--- src/rtl/lstm_pkg.sv ---
`default_nettype none
// ============================================================================
// Module      : lstm_pkg
// Description : Shared constants and types for the LSTM hidden-state
//               collector: word width, hidden-layer size, the ht word type
//               and the read-side state encoding.
// Revision    : 1.0 - initial release
// ============================================================================
package lstm_pkg;

    localparam int DATA_WIDTH = 16;
    localparam int NUM_HIDDEN = 64;

    typedef logic [DATA_WIDTH-1:0] ht_word_t;

    // Read-side sequencing: wait for a full bank, prime the RAM read
    // pipeline, then stream words out to the sink.
    typedef enum logic [1:0] {
        IDLE   = 2'd0,
        FETCH  = 2'd1,
        STREAM = 2'd2
    } rd_state_t;

endpackage : lstm_pkg
`default_nettype wire

--- src/rtl/lstm_ht_collector_ram.sv ---
`default_nettype none
// ============================================================================
// Module      : ht_bank_ram
// Description : Simple dual-port RAM holding both ping-pong banks of ht
//               words. Address is {bank, index}. One write port, one read
//               port with a registered output (one cycle read latency).
// Ports       : clk      - clock
//               wr_en    - write strobe
//               wr_addr  - write address {bank, index}
//               wr_data  - write data
//               rd_addr  - read address {bank, index}, sampled every cycle
//               rd_data  - registered read data
// Revision    : 1.0 - initial release
// ============================================================================
module ht_bank_ram #(
    parameter int DATA_WIDTH = 16,
    parameter int ADDR_W     = 7
) (
    input  logic                  clk,
    input  logic                  wr_en,
    input  logic [ADDR_W-1:0]     wr_addr,
    input  logic [DATA_WIDTH-1:0] wr_data,
    input  logic [ADDR_W-1:0]     rd_addr,
    output logic [DATA_WIDTH-1:0] rd_data
);

    logic [DATA_WIDTH-1:0] r_mem [0:(1<<ADDR_W)-1];

    // Contents carry no reset; the top never reads a word it has not written.
    always_ff @(posedge clk) begin
        if (wr_en) begin
            r_mem[wr_addr] <= wr_data;
        end
        rd_data <= r_mem[rd_addr];
    end

endmodule : ht_bank_ram
`default_nettype wire

--- src/rtl/lstm_ht_collector.sv ---
`default_nettype none
// ============================================================================
// Module      : lstm_ht_collector
// Description : Collects each timestep's NUM_HIDDEN ht words from the LSTM
//               into a two-bank ping-pong buffer and re-emits every complete
//               vector over a valid/ready stream with index and last markers.
//               Tracks drained timesteps, overflow, framing errors and
//               end-of-run.
// Ports       : clk            - clock
//               reset          - synchronous, active-low reset
//               ht_valid       - ht_out valid this cycle
//               ht_out         - hidden-state word from the LSTM
//               cycle_complete - end-of-timestep pulse
//               done_in        - LSTM run finished (level)
//               out_valid      - out_data valid
//               out_ready      - sink accepts the presented word
//               out_data       - buffered ht word
//               out_index      - neuron index of out_data
//               out_last       - final word of the vector
//               timestep_count - vectors fully drained (saturating)
//               overflow       - sticky: a word was dropped (bank full)
//               frame_error    - sticky: cycle_complete on a partial vector
//               all_done       - sticky: run finished and fully drained
// Revision    : 1.0 - initial release
// ============================================================================
module lstm_ht_collector #(
    parameter int DATA_WIDTH = lstm_pkg::DATA_WIDTH,
    parameter int NUM_HIDDEN = lstm_pkg::NUM_HIDDEN,
    parameter int IDX_W      = $clog2(NUM_HIDDEN),
    parameter int TS_W       = 8
) (
    input  logic                  clk,
    input  logic                  reset,
    input  logic                  ht_valid,
    input  logic [DATA_WIDTH-1:0] ht_out,
    input  logic                  cycle_complete,
    input  logic                  done_in,
    output logic                  out_valid,
    input  logic                  out_ready,
    output logic [DATA_WIDTH-1:0] out_data,
    output logic [IDX_W-1:0]      out_index,
    output logic                  out_last,
    output logic [TS_W-1:0]       timestep_count,
    output logic                  overflow,
    output logic                  frame_error,
    output logic                  all_done
);

    localparam logic [IDX_W-1:0] c_last_idx = IDX_W'(NUM_HIDDEN - 1);

    // ------------------------------------------------------------------
    // State
    // ------------------------------------------------------------------
    logic [IDX_W-1:0]      r_wr_ptr;
    logic                  r_wr_bank;
    logic [1:0]            r_full;
    logic                  r_rd_bank;
    logic [IDX_W-1:0]      r_rd_idx;
    lstm_pkg::rd_state_t   r_state;
    logic                  r_out_valid;
    logic [DATA_WIDTH-1:0] r_out_data;
    logic [TS_W-1:0]       r_ts_count;
    logic                  r_overflow;
    logic                  r_frame_error;
    logic                  r_done_seen;
    logic                  r_all_done;

    logic                  w_wr_accept;
    logic                  w_wr_close;
    logic                  w_partial;
    logic                  w_hs;
    logic                  w_last;
    logic                  w_release;
    logic [1:0]            w_full_next;
    logic [IDX_W-1:0]      w_rd_idx;
    logic [DATA_WIDTH-1:0] w_ram_rd_data;

    // ------------------------------------------------------------------
    // Write side decode. Full flags are the registered (pre-edge) values,
    // so a bank being released this cycle still rejects the write.
    // ------------------------------------------------------------------
    assign w_wr_accept = ht_valid && !r_full[r_wr_bank];
    assign w_wr_close  = w_wr_accept && (r_wr_ptr == c_last_idx);
    // A closing write may coincide with cycle_complete; anything else that
    // leaves words in the current vector is a framing error.
    assign w_partial   = cycle_complete && !w_wr_close &&
                         ((r_wr_ptr != '0) || w_wr_accept);

    // ------------------------------------------------------------------
    // Read side decode
    // ------------------------------------------------------------------
    assign w_hs      = r_out_valid && out_ready;
    assign w_last    = r_out_valid && (r_rd_idx == c_last_idx);
    assign w_release = w_hs && w_last;

    always_comb begin
        w_full_next = r_full;
        if (w_wr_close) begin
            w_full_next[r_wr_bank] = 1'b1;
        end
        if (w_release) begin
            w_full_next[r_rd_bank] = 1'b0;
        end
    end

    // Read-ahead addressing: while streaming word k the RAM output register
    // already holds word k+1, so a handshake can load the next word with no
    // bubble. On a handshake the address jumps to k+2 to keep one ahead.
    // IDLE primes index 0 and FETCH primes index 1.
    always_comb begin
        w_rd_idx = '0;
        case (r_state)
            lstm_pkg::IDLE:   w_rd_idx = '0;
            lstm_pkg::FETCH:  w_rd_idx = IDX_W'(1);
            lstm_pkg::STREAM: w_rd_idx = r_rd_idx + IDX_W'(1) + IDX_W'(w_hs);
            default:          w_rd_idx = '0;
        endcase
    end

    ht_bank_ram #(
        .DATA_WIDTH (DATA_WIDTH),
        .ADDR_W     (IDX_W + 1)
    ) u_ram (
        .clk     (clk),
        .wr_en   (w_wr_accept),
        .wr_addr ({r_wr_bank, r_wr_ptr}),
        .wr_data (ht_out),
        .rd_addr ({r_rd_bank, w_rd_idx}),
        .rd_data (w_ram_rd_data)
    );

    // ------------------------------------------------------------------
    // Sequential logic
    // ------------------------------------------------------------------
    always_ff @(posedge clk) begin
        if (!reset) begin
            r_wr_ptr      <= '0;
            r_wr_bank     <= 1'b0;
            r_full        <= 2'b00;
            r_rd_bank     <= 1'b0;
            r_rd_idx      <= '0;
            r_state       <= lstm_pkg::IDLE;
            r_out_valid   <= 1'b0;
            r_out_data    <= '0;
            r_ts_count    <= '0;
            r_overflow    <= 1'b0;
            r_frame_error <= 1'b0;
            r_done_seen   <= 1'b0;
            r_all_done    <= 1'b0;
        end else begin
            // Write pointer / bank
            if (w_wr_accept) begin
                if (w_wr_close) begin
                    r_wr_ptr  <= '0;
                    r_wr_bank <= ~r_wr_bank;
                end else begin
                    r_wr_ptr <= r_wr_ptr + IDX_W'(1);
                end
            end
            if (w_partial) begin
                r_wr_ptr      <= '0;
                r_frame_error <= 1'b1;
            end
            if (ht_valid && r_full[r_wr_bank]) begin
                r_overflow <= 1'b1;
            end

            r_full <= w_full_next;

            // Read FSM
            case (r_state)
                lstm_pkg::IDLE: begin
                    if (r_full[r_rd_bank]) begin
                        r_state  <= lstm_pkg::FETCH;
                        r_rd_idx <= '0;
                    end
                end
                lstm_pkg::FETCH: begin
                    r_state     <= lstm_pkg::STREAM;
                    r_out_valid <= 1'b1;
                    r_out_data  <= w_ram_rd_data;
                end
                lstm_pkg::STREAM: begin
                    if (w_hs) begin
                        if (w_last) begin
                            r_out_valid <= 1'b0;
                            r_rd_bank   <= ~r_rd_bank;
                            r_rd_idx    <= '0;
                            r_state     <= lstm_pkg::IDLE;
                            if (r_ts_count != {TS_W{1'b1}}) begin
                                r_ts_count <= r_ts_count + TS_W'(1);
                            end
                        end else begin
                            r_rd_idx   <= r_rd_idx + IDX_W'(1);
                            r_out_data <= w_ram_rd_data;
                        end
                    end
                end
                default: r_state <= lstm_pkg::IDLE;
            endcase

            // End-of-run tracking
            if (done_in) begin
                r_done_seen <= 1'b1;
            end
            if (r_done_seen && (r_wr_ptr == '0) && (r_full == 2'b00) &&
                (r_state == lstm_pkg::IDLE)) begin
                r_all_done <= 1'b1;
            end
        end
    end

    assign out_valid      = r_out_valid;
    assign out_data       = r_out_data;
    assign out_index      = r_rd_idx;
    assign out_last       = w_last;
    assign timestep_count = r_ts_count;
    assign overflow       = r_overflow;
    assign frame_error    = r_frame_error;
    assign all_done       = r_all_done;

endmodule : lstm_ht_collector
`default_nettype wire
--- config.mk ---
export PLATFORM = sky130hd
export DESIGN_NAME = lstm_ht_collector
export DESIGN_NICKNAME = d
export VERILOG_FILES = /design/src/rtl/lstm_pkg.sv /design/src/rtl/lstm_ht_collector_ram.sv /design/src/rtl/lstm_ht_collector.sv
export SDC_FILE = /design/constraint.sdc
export NUM_CORES = 2
export LEC_CHECK = 0
export BUFFER_PORTS_ARGS = -buffer_cell sky130_fd_sc_hd__clkbuf_2
export CAP_MARGIN = 20
export CORE_MARGIN = 1
export CORE_UTILIZATION = 63
export CTS_CLUSTER_DIAMETER = 60
export DETAILED_ROUTE_END_ITERATION = 8
export HOLD_SLACK_MARGIN = 0.05
export PLACE_DENSITY = 0.77
export REMOVE_ABC_BUFFERS = 1
export SYNTH_ARGS = -nofsm -noshare
export SYNTH_HDL_FRONTEND = slang
export SYNTH_HIERARCHICAL = 1
export SYNTH_SLANG_ARGS = --single-unit
export TNS_END_PERCENT = 30
--- constraint.sdc ---
create_clock -name clk -period 4.7 [get_ports clk]
set_input_delay 0.705 -clock clk [delete_from_list [all_inputs] [get_ports clk]]
set_output_delay 0.705 -clock clk [all_outputs]
set_load 0.02 [all_outputs]
==> results.sh <==
export IMPL_cts_inserted_buffers=200
export IMPL_antenna_found_initial=12
export IMPL_crit_arrival_ps=5140
export IMPL_fin_skew_ps=35.1
export IMPL_cp_cell_sequence="nand2_1 -> inv_1 -> ha_1 -> ha_1 -> xor2_1 -> xnor2_1 -> nor2_4 -> buf_12 -> buf_12 -> buf_4 -> mux4_2 -> mux4_2 -> mux4_2 -> mux2_2"
export IMPL_via_count=40500
export IMPL_critPathMaxStageDelay_ps=610
export IMPL_hold_viol_final=0
export IMPL_netlist_area_leader_share=0.760
export IMPL_wl_per_cell_um=39.4
export IMPL_crit_family="multiplexers"
export IMPL_viasPerCell=7.31
export IMPL_min_from="done_in"
export IMPL_synth_async_sr_flop_share=0
export IMPL_nets=3734
export IMPL_ys_flop_type="edfxtp_1"
export IMPL_synth_seq_cells=2111
export IMPL_placed_cells=5163
export IMPL_drtAntennaViolNets=0
export IMPL_clk_path_buf_depth=3
export IMPL_ctsResizeCount=0
export IMPL_syn_area_mm2=0.0809
export IMPL_final_common_cell="edfxtp_1"
export IMPL_port_buffers=56
export IMPL_cts_setup_buffers=0
export IMPL_synth_warnings=6
export IMPL_grt_overflow=0
export IMPL_yosys_area_top_type="edfxtp_1"
export IMPL_row_count=131
export IMPL_postCtsHoldBufs=0
export IMPL_p_per_area_mw_per_mm2=406
export IMPL_hpwl_um=119000
export IMPL_maxSlewViolCount=0
export IMPL_fmax_ghz=0.225
export IMPL_seqCellArea_mm2=0.0628
export IMPL_fillers=6689
export IMPL_final_cell_mix="2048 x edfxtp_1, 672 x mux4_2, 243 x buf_4"
export IMPL_cp_slowest_cell="mux4_2"
export IMPL_remaining_drc_errors=0
export IMPL_clk_pin_slew_ps=60
export IMPL_hold_path_class="in2reg"
export IMPL_yosys_top_cells_area="edfxtp_1 76%, mux4_2 19%, dfxtp_1 1.6%"
export IMPL_cp_max_fo=37
export IMPL_coreArea_mm2=0.128
export IMPL_dr_pass1_iters=6
export IMPL_setup_violations=0
export IMPL_status="complete, no violations"
export IMPL_grt_max_degree=101
export IMPL_drive_gt1_frac=0.342
export IMPL_layout_min_cycle_time_ps=4440
export IMPL_syn_to_final_growth_pct=13.3
export IMPL_grt_setup_unrepaired="no"
export IMPL_fin_area_mm2=0.0916
export IMPL_path_buf_inv=4
export IMPL_fin_util=0.718
export IMPL_cap_violations=0
export IMPL_final_cells=5549
export IMPL_rr_startpoint="out_valid$_SDFFE_PN0P_"
export IMPL_syn_avg_cell_area_um2=24.1
export IMPL_vdd_ir_drop_max_mv=0.443
export IMPL_period_share=0.945
export IMPL_ys_types=52
export IMPL_clkLatencyLatePin_ps=850
export IMPL_tightestPinTransition_ps=1200
export IMPL_worstSetupEndpointType="flip-flop"
export IMPL_grt_first_pass_wirelength_um=305000
export IMPL_dieArea_mm2=0.130
export IMPL_pin_count=57
export IMPL_start_util=0.634
export IMPL_multi_input_area_mm2=0.0174
export IMPL_hold_ws_ps=197
export IMPL_critPathLaunchType="flip-flop"
export IMPL_ys_seq_area_frac=0.776
export IMPL_worstPathRequired_ps=5400
export IMPL_routed_wl_um=218000
export IMPL_root_buffer="clkbuf_16"
export IMPL_netlist_instances=3355
export IMPL_fin_total_pwr_mw=37.2
export IMPL_grt_use_total=0.342
export IMPL_relSlewSlack=0.203
export IMPL_first_global_vias=40800
export IMPL_cp_common_cell="mux4_2"
export IMPL_drtIter0Drc=6629
export IMPL_gp_congestion=0.879
export IMPL_cp_startpoint="out_valid$_SDFFE_PN0P_"
export IMPL_clock_sinks=2111
export IMPL_placed_area_mm2=0.0851
export IMPL_htreeDepth=4
export IMPL_cts_tree="done"
export IMPL_p_leak_nw=27.9
export IMPL_die_w_um=360
export IMPL_critPathKind="reg2reg"
export IMPL_die_h_um=360
export IMPL_synth_edf_count=2048
-- sequential cells by signal, indices dropped and copies added, names as in the netlist, 2 cells and up --
register / cells
r_wr_ptr: 6
out_index: 6
r_state: 2
timestep_count: 8
u_ram/rd_data: 16
out_data: 16
u_ram/r_mem: 2048
r_full: 2
-- layer usage --
| layer | global-route usage | vias to the layer above | share of wire |
|---|---|---|---|
| met5 | 0 | - | 0.00020 |
| met4 | 0.153 | 6 | 0.050 |
| met3 | 0.108 | 650 | 0.15 |
| met2 | 0.529 | 3703 | 0.48 |
| met1 | 0.454 | 21100 | 0.33 |
| li1 | - | 15100 | - |
-- power by group --
| group | switching, mW | total (mW) | internal [mW] | leakage, nW |
|---|---|---|---|---|
| sequential | 0.0413 | 20.7 | 20.7 | 18.9 |
| clock | 7.09 | 16.0 | 8.95 | 3.18 |
| combinational | 0.403 | 0.467 | 0.0638 | 5.75 |
-- through the flow --
stage	setup slack (ps)	setup TNS [ps]
after floorplan	-40000	-640050
after global placement	30.1	0
after detailed placement	16.9	0
after CTS	311	0
after global routing	216	0
final	260	0
-- synth_stat cells, drive strengths merged (16+ instances only) --
master  count
buf        89
nand2      35
nor3       17
clkbuf     86
mux2       16
mux2i      22
mux4      672
edfxtp   2048
dfxtp      63
nor2      168
nand3      20
-- cell families after synthesis --
family / after synthesis / share of synthesized area
DFF: 2111 / 0.776
muxes: 710 / 0.192
and+or+nand+nor: 285 / 0.0160
buffers and inverters: 188 / 0.0100
AOI/OAI and AO/OA: 36 / 0.00277
xor gates and xnor gates: 16 / 0.00173
adders and majority gates: 9 / 0.00139
-- worst reg2reg max path, cell delays in order, from the launching register on --
cell     delay, ps
dfxtp_1        420
nand2_1        170
inv_1          130
ha_1           220
ha_1           260
xor2_1         220
xnor2_1        130
nor2_4         190
buf_12         190
buf_12         250
buf_4          320
mux4_2         340
mux4_2         530
mux4_2         610
mux2_2         340
-- final timing paths --
check / depth (start not counted) / endpoint / slack [ps]
max reg2reg: 14 / u_ram/rd_data[13]$_DFF_P_ / 260
min: 3 / r_done_seen$_SDFFE_PN0P_ / 200
max: 14 / u_ram/rd_data[13]$_DFF_P_ / 260
min reg2reg: 2 / out_data[9]$_SDFFE_PN0P_ / 480
-- layout make-up --
class / instances / share of cell area
flip-flops and latches: 2111 / 0.685
multi-input cells: 1056 / 0.190
clock buffers: 251 / 0.0593
repair buffers: 321 / 0.0304
well taps: 1662 / 0.0227
clock inverters: 128 / 0.0120
inverters: 13 / 0.000533
diodes: 7 / 0.000191
Power figures use the tool's default switching activity.
